**src/rtl/mult_booth_seq_if.sv**
```systemverilog
// rtl/mult_booth_seq_if.sv - start/fim multiply handshake between the control unit and the Booth multiplier.
interface mult_booth_seq_if #(
  parameter int WIDTH = 32
);
  logic             start;
  logic [WIDTH-1:0] a;
  logic [WIDTH-1:0] b;
  logic [WIDTH-1:0] hi;
  logic [WIDTH-1:0] lo;
  logic             fim;
  logic             busy;

  modport master (
    output start, a, b,
    input  hi, lo, fim, busy
  );

  modport slave (
    input  start, a, b,
    output hi, lo, fim, busy
  );
endinterface

```
**src/rtl/mult_booth_seq.sv**
```systemverilog
// rtl/mult_booth_seq.sv - sequential radix-2 Booth signed multiplier, one step per clock.
// Optional MULT_BOOTH_EARLY_EXIT_EN: zero operands finish after a single cycle with a zero product.
module mult_booth_seq #(
  parameter int WIDTH = 32
) (
  input logic             clock,
  input logic             reset,
  mult_booth_seq_if.slave bus
);
  localparam int              CW   = $clog2(WIDTH + 1);
  localparam logic [CW-1:0]   LAST = CW'(WIDTH - 1);

  typedef enum logic [1:0] {
    S_IDLE = 2'd0,
    S_RUN  = 2'd1,
    S_DONE = 2'd2
  } state_t;

  state_t r_state;
  state_t w_next;

  logic [WIDTH:0]       r_acc;
  logic [WIDTH:0]       r_m;
  logic [WIDTH-1:0]     r_q;
  logic                 r_qm1;
  logic [CW-1:0]        r_count;
  logic                 r_zero;
  logic [WIDTH-1:0]     r_hi;
  logic [WIDTH-1:0]     r_lo;
  logic                 r_fim;
  logic                 r_busy;

  logic [WIDTH:0]       w_addsub;
  logic [2*WIDTH+1:0]   w_cat;
  logic [2*WIDTH+1:0]   w_shift;
  logic                 w_accept;
  logic                 w_zero;
  logic                 w_last;

  assign w_accept = (r_state == S_IDLE) && bus.start;

`ifdef MULT_BOOTH_EARLY_EXIT_EN
  assign w_zero = (bus.a == '0) || (bus.b == '0);
`else
  assign w_zero = 1'b0;
`endif

  // A zero-operand job spends one RUN cycle so fim still lands one edge after acceptance.
  assign w_last = (r_count == LAST) || r_zero;

  always_ff @(posedge clock or posedge reset) begin
    if (reset) begin
      r_state <= S_IDLE;
    end else begin
      r_state <= w_next;
    end
  end

  always_comb begin
    w_next = r_state;
    unique case (r_state)
      S_IDLE:  if (w_accept) w_next = S_RUN;
      S_RUN:   if (w_last)   w_next = S_DONE;
      S_DONE:  w_next = S_IDLE;
      default: w_next = S_IDLE;
    endcase
  end

  always_comb begin
    w_addsub = r_acc;
    unique case ({r_q[0], r_qm1})
      2'b01:   w_addsub = r_acc + r_m;
      2'b10:   w_addsub = r_acc - r_m;
      default: w_addsub = r_acc;
    endcase
    w_cat   = {w_addsub, r_q, r_qm1};
    w_shift = {w_addsub[WIDTH], w_cat[2*WIDTH+1:1]};
  end

  always_ff @(posedge clock or posedge reset) begin
    if (reset) begin
      r_acc   <= '0;
      r_m     <= '0;
      r_q     <= '0;
      r_qm1   <= 1'b0;
      r_count <= '0;
      r_zero  <= 1'b0;
      r_hi    <= '0;
      r_lo    <= '0;
      r_fim   <= 1'b0;
      r_busy  <= 1'b0;
    end else begin
      r_fim  <= (w_next == S_DONE);
      r_busy <= (w_next != S_IDLE);
      unique case (r_state)
        S_IDLE: begin
          if (w_accept) begin
            r_m     <= {bus.a[WIDTH-1], bus.a};
            r_q     <= bus.b;
            r_acc   <= '0;
            r_qm1   <= 1'b0;
            r_count <= '0;
            r_zero  <= w_zero;
          end
        end
        S_RUN: begin
          r_acc   <= w_shift[2*WIDTH+1:WIDTH+1];
          r_q     <= w_shift[WIDTH:1];
          r_qm1   <= w_shift[0];
          r_count <= r_count + CW'(1);
          if (w_last) begin
            r_hi <= r_zero ? '0 : w_shift[2*WIDTH:WIDTH+1];
            r_lo <= r_zero ? '0 : w_shift[WIDTH:1];
          end
        end
        default: begin
        end
      endcase
    end
  end

  assign bus.hi   = r_hi;
  assign bus.lo   = r_lo;
  assign bus.fim  = r_fim;
  assign bus.busy = r_busy;
endmodule

```
**src/flat_wrapper.sv**
```systemverilog
// flat-port wrapper written by rule: the top's interface ports become plain ports
module mult_booth_seq_flat 
#(
  parameter int WIDTH = 32
)
  (clock, reset, bus_start, bus_a, bus_b, bus_hi, bus_lo, bus_fim, bus_busy);
  mult_booth_seq_if #(.WIDTH(WIDTH)) bus_i ();
  input logic clock;
  input logic reset;
  input wire logic [$bits(bus_i.start)-1:0] bus_start;
  input wire logic [$bits(bus_i.a)-1:0] bus_a;
  input wire logic [$bits(bus_i.b)-1:0] bus_b;
  output wire logic [$bits(bus_i.hi)-1:0] bus_hi;
  output wire logic [$bits(bus_i.lo)-1:0] bus_lo;
  output wire logic [$bits(bus_i.fim)-1:0] bus_fim;
  output wire logic [$bits(bus_i.busy)-1:0] bus_busy;
  assign bus_i.start = bus_start;
  assign bus_i.a = bus_a;
  assign bus_i.b = bus_b;
  assign bus_hi = bus_i.hi;
  assign bus_lo = bus_i.lo;
  assign bus_fim = bus_i.fim;
  assign bus_busy = bus_i.busy;
  mult_booth_seq #(.WIDTH(WIDTH)) u_core (.clock(clock), .reset(reset), .bus(bus_i));
endmodule
```
**config.mk**
```make
export PLATFORM = sky130hd
export DESIGN_NAME = mult_booth_seq_flat
export DESIGN_NICKNAME = d
export VERILOG_FILES = /design/src/rtl/mult_booth_seq_if.sv /design/src/rtl/mult_booth_seq.sv /design/src/flat_wrapper.sv
export SDC_FILE = /design/constraint.sdc
export NUM_CORES = 1
export LEC_CHECK = 0
export CAP_MARGIN = 20
export CORE_AREA = 3 3 137 139
export CTS_CLUSTER_SIZE = 14
export DETAILED_ROUTE_END_ITERATION = 6
export DIE_AREA = 0 0 140 142
export DONT_BUFFER_PORTS = 1
export PLACE_DENSITY_LB_ADDON = 0.2
export SETUP_SLACK_MARGIN = 0.4
export SLEW_MARGIN = 0
export SYNTH_ARGS = -nofsm -noshare
export SYNTH_HDL_FRONTEND = slang
export SYNTH_SLANG_ARGS = --single-unit
```
**constraint.sdc**
```tcl
create_clock -name clock -period 10.8 [get_ports clock]
set_input_delay 1.08 -clock clock [delete_from_list [all_inputs] [get_ports clock]]
set_output_delay 1.08 -clock clock [all_outputs]
set_load 0.005 [all_outputs]
```
Word level (Yosys, flattened, before mapping)
Index checks and enable logic that the tools add are counted.
- add/subtract/negate cells: 3
- eq/ne operators: 6
- muxes and demuxes: 12
- reductions and logical operators: 7
- operators with widths (kind ; number):
    $pmux W33 S2 ; 2
    $pmux W32 S2 ; 1
    $add A33 B33 Y33 ; 1
    $mux W33 ; 1
    $sub A33 B33 Y33 ; 1
    $mux W32 ; 1
    $pmux W6 S2 ; 1
    $add A6 B1 Y6 const B ; 1
    $eq A6 B5 Y1 const B ; 1
    $mux W6 ; 1
    $reduce_and A2 Y1 ; 3
    $eq A2 B1 Y1 const B ; 2
    $eq A2 B2 Y1 const B ; 2
    $mux W2 ; 2
    $pmux W2 S2 ; 1
    $reduce_bool A2 Y1 ; 2
    $logic_not A2 Y1 ; 1
    $ne A2 B1 Y1 const B ; 1
    $pmux W1 S2 ; 1
    $logic_and A1 B1 Y1 ; 1
    $mux W1 ; 1
- bits in registers: 172
- input port bits: 67
- word-level logic and storage cells: 38

Logic depth before layout (Yosys ltp)
Gate-level depths: netlist of run 1.
- depth in word-level cells: 5
- depth in mapped cells: 18
- mapped depth without buffers: 16

Worst setup path after synthesis of run 1
OpenSTA, ideal clock, no wires.
- kind: flip-flop to flip-flop
- start: reg u_core.r_m[2]
- end: reg u_core.r_acc[31]
- setup time: 0.124 ns
- arrival: 3.926 ns
- data required time: 10.676 ns
- setup slack: 6.750 ns
- cell stages (with the launch flop): 18
- clock period less this slack: 4.050 ns
- path through: dfrtp_1 -> or3_1 -> nor3b_2 -> and3b_2 -> and2_1 -> clkbuf_1 -> a21oi_1 -> xnor2_1 -> ha_1 -> clkbuf_1 -> and3_1 -> and4_1 -> nand4_1 -> a211oi_1 -> o31ai_1 -> xor2_2 -> and4_4 -> a211o_1
- word-level cells in the longest chain between the ends: 3
- ends and longest elaborated chain (item ; line ; source):
    start: declaration ; mult_booth_seq.sv:23 ; logic [WIDTH:0] r_m;
    start signal: assignment ; mult_booth_seq.sv:98 ; r_m <= {bus.a[WIDTH-1], bus.a};
    $sub A33 B33 Y33 or $add A33 B33 Y33 (tied branches) ; mult_booth_seq.sv:73, mult_booth_seq.sv:72 ;
    $pmux W33 S2 (*) ; mult_booth_seq.sv:71 ; unique case ({r_q[0], r_qm1})
    $pmux W33 S2 (*) ; mult_booth_seq.sv:95 ; unique case (r_state)
    end signal: assignment ; mult_booth_seq.sv:107 ; r_acc <= w_shift[2*WIDTH+1:WIDTH+1];
    end: declaration ; mult_booth_seq.sv:22 ; logic [WIDTH:0] r_acc;
Every way passes the cells marked *; elsewhere a longest branch is shown, timed or not.
A chain may end at the register's enable or synchronous reset.

Worst setup path after layout of run 1
Ends and elaborated chain as after synthesis.

==> results of run 1 <==
[Yosys cell counts, drive strengths merged (15+ instances only)]
cell type	count	area, um^2
a21oi	62	310
a22oi	31	233
a31oi	15	93.8
and3	18	114
clkbuf	58	258
dfrtp	171	4280
ha	35	438
inv	24	90.1
mux2	31	353
mux2i	16	160
nand2	219	822
nand3	16	80.1
nor2	44	165
nor3	26	141
o21ai	98	490
xnor2	40	350
[flip-flops by register name, summed over array words and instances (netlist names)]
signal           flops
u_core.bus.busy      1
u_core.r_qm1         1
u_core.bus.lo       32
u_core.r_count       6
u_core.bus.fim       1
u_core.r_acc        32
u_core.bus.hi       32
u_core.r_q          32
u_core.r_m          32
u_core.r_state       2
[final timing paths]
path / to / depth (start not counted) / startpoint
max: u_core.r_acc[31] / 16 / u_core.r_m[2]
min: u_core.r_count[5] / 1 / u_core.r_count[5]
max reg2reg: u_core.r_acc[31] / 16 / u_core.r_m[2]
min reg2reg: u_core.r_count[5] / 1 / u_core.r_count[5]
max in group asynchronous: u_core.r_count[1] / 2 / reset
min in group asynchronous: u_core.bus.lo[27] / 1 / reset
[kinds of logic (layout without fill, tap and decap cells)]
kind of cell	Yosys count	count (layout)	share of synthesized area
flops	171	171	0.446
compound gates	286	286	0.184
fa+ha+maj	36	36	0.0477
xor+xnor	51	51	0.0473
mux	47	47	0.0534
buf+inv	93	68	0.0416
simple gates	382	382	0.181
[critical path, delay by kind of cell (launching register included)]
family	cells	cell delay [ns]
flops	1	0.43
simple gates	9	2.29
compound gates	4	1.07
xor+xnor	2	0.39
fa+ha+maj	1	0.39
[final cells by class]
cell class	instances	area, um^2
Timing Repair Buffer	11	90.1
Clock buffer	18	439
Fill cell	1619	7500
Multi-Input combinational cell	802	4940
Tap cell	229	287
Inverter	25	98.8
Clock inverter	14	148
Sequential cell	171	4280
[metrics by stage]
stage	setup slack (ns)	hold WS [ns]	area, um^2
after detailed placement	6.23	0.470	9680
final	6.11	0.482	10300
after global routing	5.76	0.521	10300
after floorplan	5.09	0.444	9600
after global placement	6.36	0.467	9680
after CTS	6.19	0.492	10300
[routing by layer]
metal,vias to the layer above,global-route usage,wire [um]
li1,3686,-,-
met1,3623,0.323,10500
met2,169,0.415,12100
met3,39,0.0528,966
met4,0,0.0765,527
met5,-,0,0
==> impl_metrics.env, run 1 <==
export IMPL_rrSetupSlack_ns=6.11
export IMPL_die_area_um2=19900
export IMPL_ys_warn_count=0
export IMPL_layout_common_cells="nand2_1 (219), dfrtp_1 (171), o21ai_0 (98)"
export IMPL_wl_per_cell_um=19.0
export IMPL_maxSlewHeadroom=0.354
export IMPL_ys_ff_latch=171
export IMPL_tritoncts="done"
export IMPL_synth_area_um2=9600
export IMPL_final_util=0.578
export IMPL_yosysUniqueCellTypes=65
export IMPL_fin_nets=1131
export IMPL_clock_latency_ns=0.43
export IMPL_grt_pass1_vias=7614
export IMPL_drv_slew=0
export IMPL_antenna_found_initial=0
export IMPL_core_um2=17800
export IMPL_slowest_stage="a211oi_1"
export IMPL_synth_cells=1066
export IMPL_async_reset_ff_frac=1.00
export IMPL_fmax_ghz=0.213
export IMPL_end_kind="register"
export IMPL_period_minus_slack_ns=4.69
export IMPL_clockRootBuffer="clkbuf_16"
export IMPL_finalHoldViolations=0
export IMPL_grt_start_max_net_pins=98
export IMPL_startpoint_type="register"
export IMPL_ys_flop_type="dfrtp_1"
export IMPL_cts_sinks=171
export IMPL_firstDrtPassIters=5
export IMPL_ctsHoldBuffers=0
export IMPL_synth_edf_count=0
export IMPL_core_rowCount=49
export IMPL_finalNonFillerCells=1270
export IMPL_vias_per_cell=5.92
export IMPL_htreeDepth=4
export IMPL_cts_buffers=17
export IMPL_gp_congestion=0.888
export IMPL_rsz0062_at_grt="false"
export IMPL_antenna_left=0
export IMPL_status="complete, no violations"
export IMPL_skew_ns=0.0118
export IMPL_post_route_period_util=0.434
export IMPL_final_common_cell="nand2_1"
export IMPL_cp_arrival_ns=5.01
export IMPL_tns_ns=0
export IMPL_start_util=0.540
export IMPL_grtUsageTotal=0.247
export IMPL_drt_first_iter_violations=553
export IMPL_grt_overflow_total=0
export IMPL_post_cts_buffers=0
export IMPL_syn_mean_instance_area_um2=9.01
export IMPL_io_pins=133
export IMPL_drcViolationCount=0
export IMPL_critPathRequiredTime_ns=11.12
export IMPL_critPathMaxStageDelay_ns=0.49
export IMPL_antenna_cells=0
export IMPL_clockBufferDepth=2
export IMPL_holdCritPathClass="register to register"
export IMPL_io_buffers=0
export IMPL_yosysSeqAreaShare=0.446
export IMPL_cp_max_fo=6
export IMPL_die_w_um=140
export IMPL_dp_cells=1237
export IMPL_synthesis_nets=1169
export IMPL_clk_pin_slew_ns=0.08
export IMPL_vias=7517
export IMPL_drt_total_wl_um=24100
export IMPL_grt_pass1_wl_um=39800
export IMPL_drive_gt1_frac=0.0884
export IMPL_finalSetupViolations=0
export IMPL_area_delta_synth_final_pct=7.04
export IMPL_die_y_um=142
export IMPL_cap_violations=0
export IMPL_tightestPinTransition_ns=0.963
export IMPL_path_class="register to register"
export IMPL_cts_resized=0
export IMPL_dp_hpwl_um=16400
export IMPL_cp_cell_sequence="or3_1 > nor4_1 > nand2_1 > nor2_1 > and2_1 > a21oi_1 > xnor2_1 > ha_1 > and3_1 > and4_1 > nand4_1 > a211oi_1 > o31ai_1 > xor2_2 > and4_4 > a211o_1"
Power of run 1 is not shown: default switching activity piles up to over one toggle a cycle in this logic, so the estimate is an artifact.
==> run 2: changes to the inputs <==
==> constraint.sdc (replaced) <==
create_clock -name clock -period 4.1 [get_ports clock]
set_input_delay 0.41 -clock clock [delete_from_list [all_inputs] [get_ports clock]]
set_output_delay 0.41 -clock clock [all_outputs]
set_load 0.005 [all_outputs]
==> impl_metrics.env, run 2 (synthesized netlist as in run 1, its figures left out) <==
export IMPL_die_w_um=140
export IMPL_antenna_found_initial=0
export IMPL_antenna_left=0
export IMPL_gp_congestion=0.900
export IMPL_drt_total_wl_um=24500
export IMPL_path_class="register to register"
export IMPL_whs_ns=-0.0142
export IMPL_tightestPinTransition_ns=0.981
export IMPL_grt_start_max_net_pins=106
export IMPL_clk_pin_slew_ns=0.08
export IMPL_antenna_cells=0
export IMPL_failed_checks="negative hold slack"
export IMPL_core_um2=17800
export IMPL_drive_gt1_frac=0.177
export IMPL_dp_cells=1256
export IMPL_htreeDepth=4
export IMPL_startpoint_type="register"
export IMPL_fin_nets=1175
export IMPL_n_fill_cell=1552
export IMPL_cp_arrival_ns=4.14
export IMPL_tritoncts="done"
export IMPL_grtUsageTotal=0.247
export IMPL_cts_sinks=171
export IMPL_wl_per_cell_um=18.7
export IMPL_status="finished, violations left"
export IMPL_firstDrtPassIters=5
export IMPL_clock_latency_ns=0.44
export IMPL_layout_common_cells="nand2_1 (216), dfrtp_1 (170), o21ai_0 (87)"
export IMPL_finalHoldViolations=13
export IMPL_drt_first_iter_violations=495
export IMPL_clockRootBuffer="clkbuf_16"
export IMPL_dp_hpwl_um=16600
export IMPL_rsz0062_at_grt="true"
export IMPL_holdCritPathClass="primary input to async pin"
export IMPL_die_y_um=142
export IMPL_start_util=0.540
export IMPL_vias=7842
export IMPL_finalSetupViolations=0
export IMPL_die_area_um2=19900
export IMPL_tns_ns=0
export IMPL_cp_max_fo=7
export IMPL_finalNonFillerCells=1314
export IMPL_drv_slew=0
export IMPL_area_delta_synth_final_pct=13.9
export IMPL_drcViolationCount=0
export IMPL_clockBufferDepth=2
export IMPL_cap_violations=0
export IMPL_skew_ns=0.00985
export IMPL_final_common_cell="nand2_1"
export IMPL_post_route_period_util=0.930
export IMPL_core_rowCount=49
export IMPL_grt_pass1_vias=7690
export IMPL_fmax_ghz=0.262
export IMPL_maxSlewHeadroom=0.344
export IMPL_io_buffers=0
export IMPL_regArea_um2=4280
export IMPL_period_minus_slack_ns=3.81
export IMPL_grt_overflow_total=0
export IMPL_grt_pass1_wl_um=39800
export IMPL_end_kind="register"
export IMPL_multi_input_area_um2=5240
export IMPL_io_pins=133
export IMPL_critPathRequiredTime_ns=4.42
export IMPL_vias_per_cell=5.97
export IMPL_cts_buffers=17
## run 2: worst paths after layout
path	start	end	slack, ns	depth (start not counted)
max	u_core.r_m[3]	u_core.r_acc[31]	0.29	16
min	reset	u_core.bus.lo[28]	-0.01	2
max reg2reg	u_core.r_m[3]	u_core.r_acc[31]	0.29	16
min reg2reg	u_core.r_count[5]	u_core.r_count[5]	0.48	1
max in group asynchronous	reset	u_core.r_m[1]	3.32	2
min in group clock	bus_a[0]	u_core.r_m[0]	0.08	2
## run 2: routing by layer
layer / vias to the layer above / track usage / part of all wire
li1: 3771 / - / -
met3: 42 / 0.0507 / 0.044
met4: 0 / 0.0892 / 0.025
met5: - / 0 / 0
met2: 186 / 0.425 / 0.50
met1: 3843 / 0.313 / 0.43
## run 2: through the flow
| step | utilization | hold slack (ns) | area, um^2 | setup WS, ns |
|---|---|---|---|---|
| 2_1_floorplan | - | 0.444 | 9700 | 0.408 |
| 5_1_grt | 0.615 | 0.0340 | 10900 | 0.0640 |
| 4_1_cts | 0.607 | 0.0194 | 10800 | 0.299 |
| 3_3_place_gp | 0.557 | 0.471 | 9910 | 0.189 |
| 6_report | 0.615 | -0.0142 | 10900 | 0.289 |
| 3_5_place_dp | 0.557 | 0.476 | 9910 | 0.0588 |
## run 2: cell type report
type                    count  area share
flip-flops and latches    171       0.391
well taps                 229      0.0262
repair buffers             55      0.0396
clock inverters            15      0.0158
inverters                  25     0.00892
clock buffers              17      0.0389
multi-input cells         802       0.479
## run 2: timing repair
| item | CTS | global route |
|---|---|---|
| setup endpoints to repair | 25 | 34 |
| resized for setup | 30 | 37 |
| pin swaps | 26 | 9 |
| gates cloned | 0 | 0 |
| buffers inserted | 23 | 2 |
| hold buffers | 0 | 0 |
## run 2: critical path: stages (launching register included)
cell	delay [ns]
dfrtp_1	0.39
or3_4	0.43
nor3b_4	0.21
and3b_2	0.26
and2_4	0.21
nor2_1	0.07
xnor2_1	0.13
ha_1	0.37
and3_4	0.22
and4_4	0.21
nand4_1	0.10
a211oi_2	0.21
buf_4	0.15
o31ai_4	0.08
xor2_2	0.21
and4_4	0.20
a211o_1	0.25
Power of run 2 is left out for the same reason.
